==> config.mk <==
export PLATFORM = sky130hd
export DESIGN_NAME = mul_add_seq
export DESIGN_NICKNAME = d
export VERILOG_FILES = /design/src/rtl/mul_add_seq.sv
export SDC_FILE = /design/constraint.sdc
export NUM_CORES = 1
export LEC_CHECK = 0
export CAP_MARGIN = 20
export CORE_AREA = 5 5 118 120
export CTS_CLUSTER_SIZE = 28
export DETAILED_ROUTE_END_ITERATION = 8
export DIE_AREA = 0 0 123 125
export PLACE_DENSITY = 0.89
export SLEW_MARGIN = 10
export SYNTH_ARGS = -nofsm -noshare
export SYNTH_HDL_FRONTEND = slang
export SYNTH_SLANG_ARGS = --single-unit
==> constraint.sdc <==
create_clock -name clk -period 6.4 [get_ports clk]
set_clock_uncertainty 0.2 [all_clocks]
set_input_delay 1.92 -clock clk [delete_from_list [all_inputs] [get_ports clk]]
set_output_delay 1.92 -clock clk [all_outputs]
set_load 0.1 [all_outputs]
==> src/rtl/mul_add_seq.sv <==
// ============================================================================
// mul_add_seq : sequential unsigned multiply-add, p = a*b + c (shift-add)
// Revision    : 1.0 - initial release
// ============================================================================
`default_nettype none

module mul_add_seq #(
  parameter int WIDTH = 16
) (
  input  logic               clk,
  input  logic               rst,
  input  logic               start,
  input  logic [WIDTH-1:0]   a,
  input  logic [WIDTH-1:0]   b,
  input  logic [WIDTH-1:0]   c,
  output logic               busy,
  output logic               done,
  output logic [2*WIDTH-1:0] p
);

  localparam int CW = $clog2(WIDTH + 1);
  localparam int PW = 2 * WIDTH;

  typedef enum logic [0:0] {
    IDLE = 1'b0,
    RUN  = 1'b1
  } state_t;

  state_t           state, state_nxt;
  logic [PW-1:0]    mcand, mcand_nxt;
  logic [WIDTH-1:0] mplr, mplr_nxt;
  logic [PW-1:0]    acc, acc_nxt;
  logic [CW-1:0]    count, count_nxt;
  logic             busy_nxt, done_nxt;
  logic [PW-1:0]    p_nxt;

  always_ff @(posedge clk or posedge rst) begin
    if (rst) begin
      state <= IDLE;
      mcand <= '0;
      mplr  <= '0;
      acc   <= '0;
      count <= '0;
      busy  <= 1'b0;
      done  <= 1'b0;
      p     <= '0;
    end else begin
      state <= state_nxt;
      mcand <= mcand_nxt;
      mplr  <= mplr_nxt;
      acc   <= acc_nxt;
      count <= count_nxt;
      busy  <= busy_nxt;
      done  <= done_nxt;
      p     <= p_nxt;
    end
  end

  always_comb begin
    state_nxt = state;
    mcand_nxt = mcand;
    mplr_nxt  = mplr;
    acc_nxt   = acc;
    count_nxt = count;
    busy_nxt  = busy;
    done_nxt  = 1'b0;
    p_nxt     = p;

    unique case (state)
      IDLE: begin
        if (start) begin
          mcand_nxt = {{WIDTH{1'b0}}, a};
          mplr_nxt  = b;
          acc_nxt   = {{WIDTH{1'b0}}, c};
          count_nxt = CW'(WIDTH);
          busy_nxt  = 1'b1;
          state_nxt = RUN;
        end
      end
      RUN: begin
        if (count != '0) begin
          // Max result is 2^2W - 2^W, so the 2W-bit accumulator never carries out.
          acc_nxt   = acc + (mplr[0] ? mcand : '0);
          mcand_nxt = mcand << 1;
          mplr_nxt  = mplr >> 1;
          count_nxt = count - CW'(1);
        end else begin
          p_nxt     = acc;
          done_nxt  = 1'b1;
          busy_nxt  = 1'b0;
          state_nxt = IDLE;
        end
      end
      default: state_nxt = IDLE;
    endcase
  end

endmodule

`default_nettype wire

==> key figures, run 1 <==
Status
  – Outcome: finished, final reports clean

Routing
  – Via density: 5.76
  – DRC Markers: 0
  – First-pass DRT Iterations: 5
  – DRT iter0 DRCs: 521
  – Detail Route Antenna Nets: 0
  – Via count: 5648
  – Detailed Route WL: 16400 um
  – Routed len/inst: 16.7 um

Global routing
  – GRT Util Overall: 22.3%
  – Pin count of the biggest net entering global routing: 56
  – Antenna violations before repair: 0
  – Grt ovf: 0
  – Vias in the first global route: 5608
  – First-pass GRT wire length: 27300 um

Clocking
  – CTS Sinks: 120
  – Inserted Clock Buffers: 17
  – Clock Latency Late Sink: 420 ps
  – Clock Root Buffer: clkbuf_16
  – Clock transition at path regs: 50 ps
  – PostCTS Resize Cnt: 0
  – H-tree Lvls: 4
  – TritonCTS clock tree: done
  – Longest Clk Path Bufs: 2
  – Hold buffer count at CTS: 0
  – Post-CTS setup buffers: 0

Synthesis
  – Post-synthesis sequential element count: 120
  – Synth top area share: 43.6%
  – Synth Cell Area: 6890 sq um
  – Top_reg_cell synth: dfrtp_1
  – Yosys cell types: 53
  – Synth warnings: 0
  – Number of synthesized flops with an enable pin: 0
  – Synth top area cells: dfrtp_1 (44%), nand2_1 (6.7%), mux2i_1 (6.2%)
  – Avg Inst Size Synth: 9.53 sq um
  – Syn Inst Count: 723
  – Post-synth top cells: nand2_1 (123), dfrtp_1 (120), o21ai_0 (78)
  – Syn Nets: 808
  – Part of the Yosys area used for sequential elements: 43.6%
  – Most frequent cell after synthesis: nand2_1
  – Ys async rst share: 100%
  – Leading area contributor after synthesis: dfrtp_1

Layout
  – Layout cell share with drive strength beyond 1: 9.95%
  – N_diodes: 0
  – Final instance area: 8460 sq um
  – Layout Nets: 878
  – Area delta synth->final: 22.9%
  – Post-route insts no fill: 980

Pwr
  – LEAKAGE: 4.02 nW
  – Power Density: 593 nW/um^2
  – Peak supply drop: 238 uV

Die
  – Number of top-level pins: 85
  – # rows: 42
  – Die H: 125 um
  – Initial Util: 53.5%
  – Die Wd: 123 um
  – Core outline area: 12900 sq um
  – Die ar.: 15400 sq um

STA
  – WHS: 278 ps
  – RSZ-0062 raised after global routing: false
  – Final setup viols: 0
  – Max-slew headroom: 33.7%
  – Final min period: 4450 ps
  – Final worst slack: 1950 ps
  – Period utilization: 69.5%
  – Slew Limit Fails: 0
  – Tightest Pin Transition: 991 ps
  – Fin. Hold Viols: 0
  – Max Fclk: 225 MHz
  – TNS Setup: 0 ps

Worst setup path
  – Nature of the critical path endpoint: flip-flop
  – Crit path max-delay family: buffers and inverters
  – Reg2Reg Depth: 10
  – Max incr delay on CP: 810 ps
  – Buf+Inv Stages, Crit Path: 2
  – Slowest CP cell: nor2b_1
  – Critical path required time: 6470 ps
  – Critical path arrival: 4520 ps
  – Reg2Reg Setup Slack: 2340 ps
  – Worst R2R End: acc[31]
  – Worst path cell trace: clkdlybuf4s50_1 -> nor2b_1 -> nor2_4 -> buf_4 -> a22oi_1 -> o21ai_0
  – Crit Path Max Fanout: 55
  – CP Launch Type: input pin
  – Reg2reg start: mplr[0]
  – Critical path class: input pin to flip-flop

Place
  – Port bufs: 84
  – Post-Place Cells: 950
  – RePlAce Congestion: 0.887
  – Pre-CTS setup slack: 1610 ps
  – DP HPWL: 11100 um
  – Dpl cell area: 7880 sq um

Worst hold path
  – Worst hold start: mcand[28]
  – Hold depth: 2
  – Tightest Hold Check Type: flip-flop to flip-flop
  – Min-Delay Endpoint: mcand[29]

Flow run
  – Max-cap violations: 0
## through the flow
| step | total power, mW | util [%] |
|---|---|---|
| 2_1_floorplan | 3.42 | - |
| 3_3_place_gp | 3.95 | 61.2 |
| 3_5_place_dp | 4.04 | 61.2 |
| 4_1_cts | 5.02 | 65.7 |
| 5_1_grt | 5.35 | 65.7 |
| 6_report | 5.02 | 65.7 |
## how the worst max path moves through the flow
stage / endpoint / slack, ps / depth (start not counted) / start
final: acc[7] / 1950 / 6 / start
after floorplan: acc[0] / 1090 / 1 / rst
after global routing: acc[7] / 1740 / 6 / start
after CTS: acc[7] / 2000 / 6 / start
after detailed placement: acc[15] / 1610 / 6 / start
after global placement: acc[7] / 1750 / 6 / start
## cells in the final DEF, fill, tap and decap left out, types with 8 or more instances in the layout
cell type,n
nand3_1,32
a21oi_1,29
clkdlybuf4s50_1,84
buf_4,9
o21ai_0,78
clkbuf_16,17
ha_1,33
inv_1,10
dfrtp_1,119
xor2_1,15
mux2i_1,43
xnor2_1,8
and2_1,37
nand2_1,123
a21o_1,12
mux2_2,32
nor2_1,13
## state kept, by name, indices dropped and copies added (netlist names)
name	cells
acc	32
mcand	32
p	32
mplr	16
count	5
busy	1
done	1
state	1
## routing by layer
metal	up-vias	share of wire (%)	global-route usage, %
met2	196	48	35.2
met5	-	0	0
li1	2710	-	-
met3	53	5.9	5.42
met4	0	3.9	11.7
met1	2689	42	28.3
## worst register-to-register path: stages, from the launching register on
cell,delay [ps]
dfrtp_1,970
and2_1,280
ha_1,300
a21o_1,200
a21oi_1,270
o21ai_1,200
or3_1,360
o21ai_1,380
a2bb2oi_1,180
mux2_1,350
a221o_1,260
## logic make-up (layout without fill, tap and decap cells)
kind of cell | count (synthesis) | in the layout | share of synthesized area (%)
AOI/OAI and AO/OA | 170 | 170 | 15.8
xor gates and xnor gates | 23 | 23 | 2.92
adders and majority gates | 34 | 34 | 6.29
buffers and inverters | 53 | 134 | 2.89
DFF | 120 | 120 | 43.6
muxes | 76 | 76 | 11.6
and+or+nand+nor | 247 | 247 | 16.9
## power by group
part / switching (mW) / internal, mW / leakage [nW]
clock network: 0.328 / 0.624 / 0.285
registers: 0.305 / 1.11 / 1.50
logic: 1.73 / 0.914 / 2.24
total: 2.37 / 2.65 / 4.02
## final cells by class
cell class | instances | area, sq um
multi-input cells | 550 | 3700
fillers | 965 | 4410
flip-flops and latches | 120 | 3000
clock buffers | 21 | 460
inverters | 11 | 43.8
well taps | 176 | 220
clock inverters | 9 | 125
repair buffers | 93 | 908
No activity file was read; power rests on OpenSTA's default activity.
==> run 2, diff against run 1 <==
--- a/config.mk
+++ b/config.mk
@@ -6,11 +6,11 @@
 export NUM_CORES = 1
 export LEC_CHECK = 0
 export CAP_MARGIN = 20
-export CORE_AREA = 5 5 118 120
+export CORE_AREA = 5 5 123 125
 export CTS_CLUSTER_SIZE = 28
 export DETAILED_ROUTE_END_ITERATION = 8
-export DIE_AREA = 0 0 123 125
-export PLACE_DENSITY = 0.89
+export DIE_AREA = 0 0 128 130
+export PLACE_DENSITY = 0.87
 export SLEW_MARGIN = 10
 export SYNTH_ARGS = -nofsm -noshare
 export SYNTH_HDL_FRONTEND = slang
==> constraint.sdc (replaced) <==
create_clock -name clk -period 3.8 [get_ports clk]
set_clock_uncertainty 0.2 [all_clocks]
set_input_delay 1.14 -clock clk [delete_from_list [all_inputs] [get_ports clk]]
set_output_delay 1.14 -clock clk [all_outputs]
set_load 0.1 [all_outputs]
==> key figures, run 2 (synthesis gave the netlist of run 1 again) <==
Status
  – Outcome: finished, final reports clean

Layout
  – Final instance area: 8510 sq um (+0.55%)
  – Largest registers: acc x32, mcand x32, p x32
  – Register area: 3000 sq um (unchanged)
  – Filler instances: 1135 (+18%)
  – Most frequent cells in the layout: nand2_1 (123), dfrtp_1 (119), o21ai_0 (78)
  – Layout Nets: 890 (+1.4%)
  – N_diodes: 0 (unchanged)
  – Layout cell share with drive strength beyond 1: 15.8% (+5.8 points)
  – Commonest non-fill, non-tap cell in the layout: nand2_1
  – Area delta synth->final: 23.6%
  – Multi-input logic area: 3700 sq um (unchanged)

Pwr
  – LEAKAGE: 4.12 nW (+2.5%)
  – Switching pwr: 4.07 mW (+72%)
  – Clock share of power: 18.6% (-0.4 points)
  – Part of the power in registers: 28.0% (-0.3 points)
  – Peak supply drop: 357 uV (+50%)
  – Switching part of the total: 48.0% (+0.80 points)
  – Power Density: 998 nW/um^2 (+68%)
  – Part of the power in combinational logic: 53.5% (+0.7 points)
  – Internal power: 4.42 mW (+67%)

Worst setup path
  – Critical path class: flip-flop to flip-flop
  – CP Launch Type: flip-flop
  – Slowest CP cell: dfrtp_1
  – Nature of the critical path endpoint: flip-flop
  – Crit Path Max Fanout: 10 (-82%)
  – Buf+Inv Stages, Crit Path: 1 (-1)
  – Critical path required time: 3890 ps (-2580 ps)
  – Worst path cell trace: buf_4 -> and2_1 -> ha_1 -> fa_1 -> a21oi_1 -> nor2_1 -> o21ba_4 -> o221ai_4 -> o41ai_4 -> a311oi_1 -> mux2i_1 -> o211ai_1
  – Critical path arrival: 3550 ps (-970 ps)
  – Crit path max-delay family: compound AO/OA/AOI/OAI gates
  – Max incr delay on CP: 480 ps (-330 ps)

STA
  – Slew Limit Fails: 0 (unchanged)
  – TNS Setup: 0 ps (unchanged)
  – Max Fclk: 288 MHz
  – Max-slew headroom: 57.4% (+24 points)
  – Final setup viols: 0 (unchanged)
  – Period utilization: 91.2%
  – Fin. Hold Viols: 0 (unchanged)
  – RSZ-0062 raised after global routing: false
  – Tightest Pin Transition: 637 ps (-354 ps)
  – Final min period: 3470 ps

Clocking
  – PostCTS Resize Cnt: 0 (unchanged)
  – H-tree Lvls: 4 (unchanged)
  – Clock transition at path regs: 60 ps (about the same)
  – Clock Root Buffer: clkbuf_16
  – TritonCTS clock tree: done
  – Longest Clk Path Bufs: 2 (unchanged)
  – Post-CTS setup buffers: 0 (unchanged)
  – CTS Sinks: 120 (unchanged)
  – Hold buffer count at CTS: 0 (unchanged)
  – Clock Latency Late Sink: 420 ps (about the same)
  – Inserted Clock Buffers: 17 (unchanged)

Routing
  – DRT iter0 DRCs: 488 (-6.3%)
  – DRC Markers: 0 (unchanged)
  – First-pass DRT Iterations: 6 (+1)
  – Detailed Route WL: 16900 um (+3.0%)
  – Via count: 5758 (+1.9%)
  – Detail Route Antenna Nets: 0 (unchanged)
  – Routed len/inst: 16.9 um (+1.1%)
  – Via density: 5.77 (+0.11%)

Place
  – RePlAce Congestion: 0.996 (+12%)
  – Dpl cell area: 7930 sq um (+0.62%)
  – DP HPWL: 11900 um (+7.7%)
  – Port bufs: 84 (unchanged)

Die
  – # rows: 43 (+2.4%)
  – Die ar.: 16600 sq um (+8.2%)
  – Die Wd: 128 um (+4.1%)
  – Number of top-level pins: 85 (unchanged)
  – Initial Util: 50.0% (-3.5 points)
  – Core outline area: 13800 sq um (+7.0%)
  – Die H: 130 um (+4.0%)

Global routing
  – Antenna violations before repair: 0 (unchanged)
  – Grt ovf: 0 (unchanged)
  – Pin count of the biggest net entering global routing: 68 (+21%)
  – First-pass GRT wire length: 27900 um (+2.0%)
  – GRT Util Overall: 21.1% (-1.2 points)
  – Vias in the first global route: 5704 (+1.7%)

Flow run
  – Max-cap violations: 0 (unchanged)

Worst hold path
  – Tightest Hold Check Type: flip-flop to flip-flop
run 2: layer usage:
layer	wire (um)	GRT usage (%)	share of wire [%]
met1	7230	27.0	43
met3	1100	5.03	6.5
met2	7960	33.9	47
met5	0	0	0
met4	580	9.99	3.4
run 2: path summary, 6_finish.rpt:
kind / startpoint / endpoint / slack, ps / cells past startpoint
min in group asynchronous: rst / mcand[11] / 970 / 3
min: mplr[10] / mplr[10] / 280 / 2
max: mplr[0] / acc[24] / 330 / 12
min reg2reg: mplr[10] / mplr[10] / 280 / 2
max reg2reg: mplr[0] / acc[24] / 330 / 12
max in group asynchronous: rst / state / 2100 / 3
run 2: final cells by class:
type,instances,area share (%)
Clock buffer,20,5.37
Clock inverter,12,1.48
Inverter,11,0.529
Multi-Input combinational cell,550,43.5
Sequential cell,120,35.3
Tap cell,180,2.65
Timing Repair Buffer,105,11.2
run 2: metrics by stage:
| stage | power, mW | hold WS [ps] | std cells | setup WS (ps) | utilization, % |
|---|---|---|---|---|---|
| 3_5_place_dp | 6.88 | 269 | 966 | 376 | 57.6 |
| 6_report | 8.49 | 283 | 998 | 333 | 61.8 |
| 5_1_grt | 9.04 | 307 | 998 | 156 | 61.8 |
| 2_1_floorplan | 5.76 | 250 | 723 | 720 | - |
| 3_3_place_gp | 6.73 | 260 | 966 | 458 | 57.6 |
| 4_1_cts | 8.51 | 289 | 998 | 339 | 61.8 |
run 2: worst reg2reg max path: stages (launching register included):
cell and delay [ps]:
dfrtp_1 480, buf_4 200, and2_1 130, ha_1 210, fa_1 400, a21oi_1 250
nor2_1 100, o21ba_4 220, o221ai_4 260, o41ai_4 170, a311oi_1 370, mux2i_1 220
o211ai_1 110
run 2: power by group through the flow:
stage	combinational, mW	sequential [mW]	clock [mW]
final	4.54	2.37	1.58
after detailed placement	4.50	2.39	0
after CTS	4.53	2.37	1.60
after global placement	4.37	2.36	0
after floorplan	2.41	3.35	0
after global routing	4.94	2.45	1.66
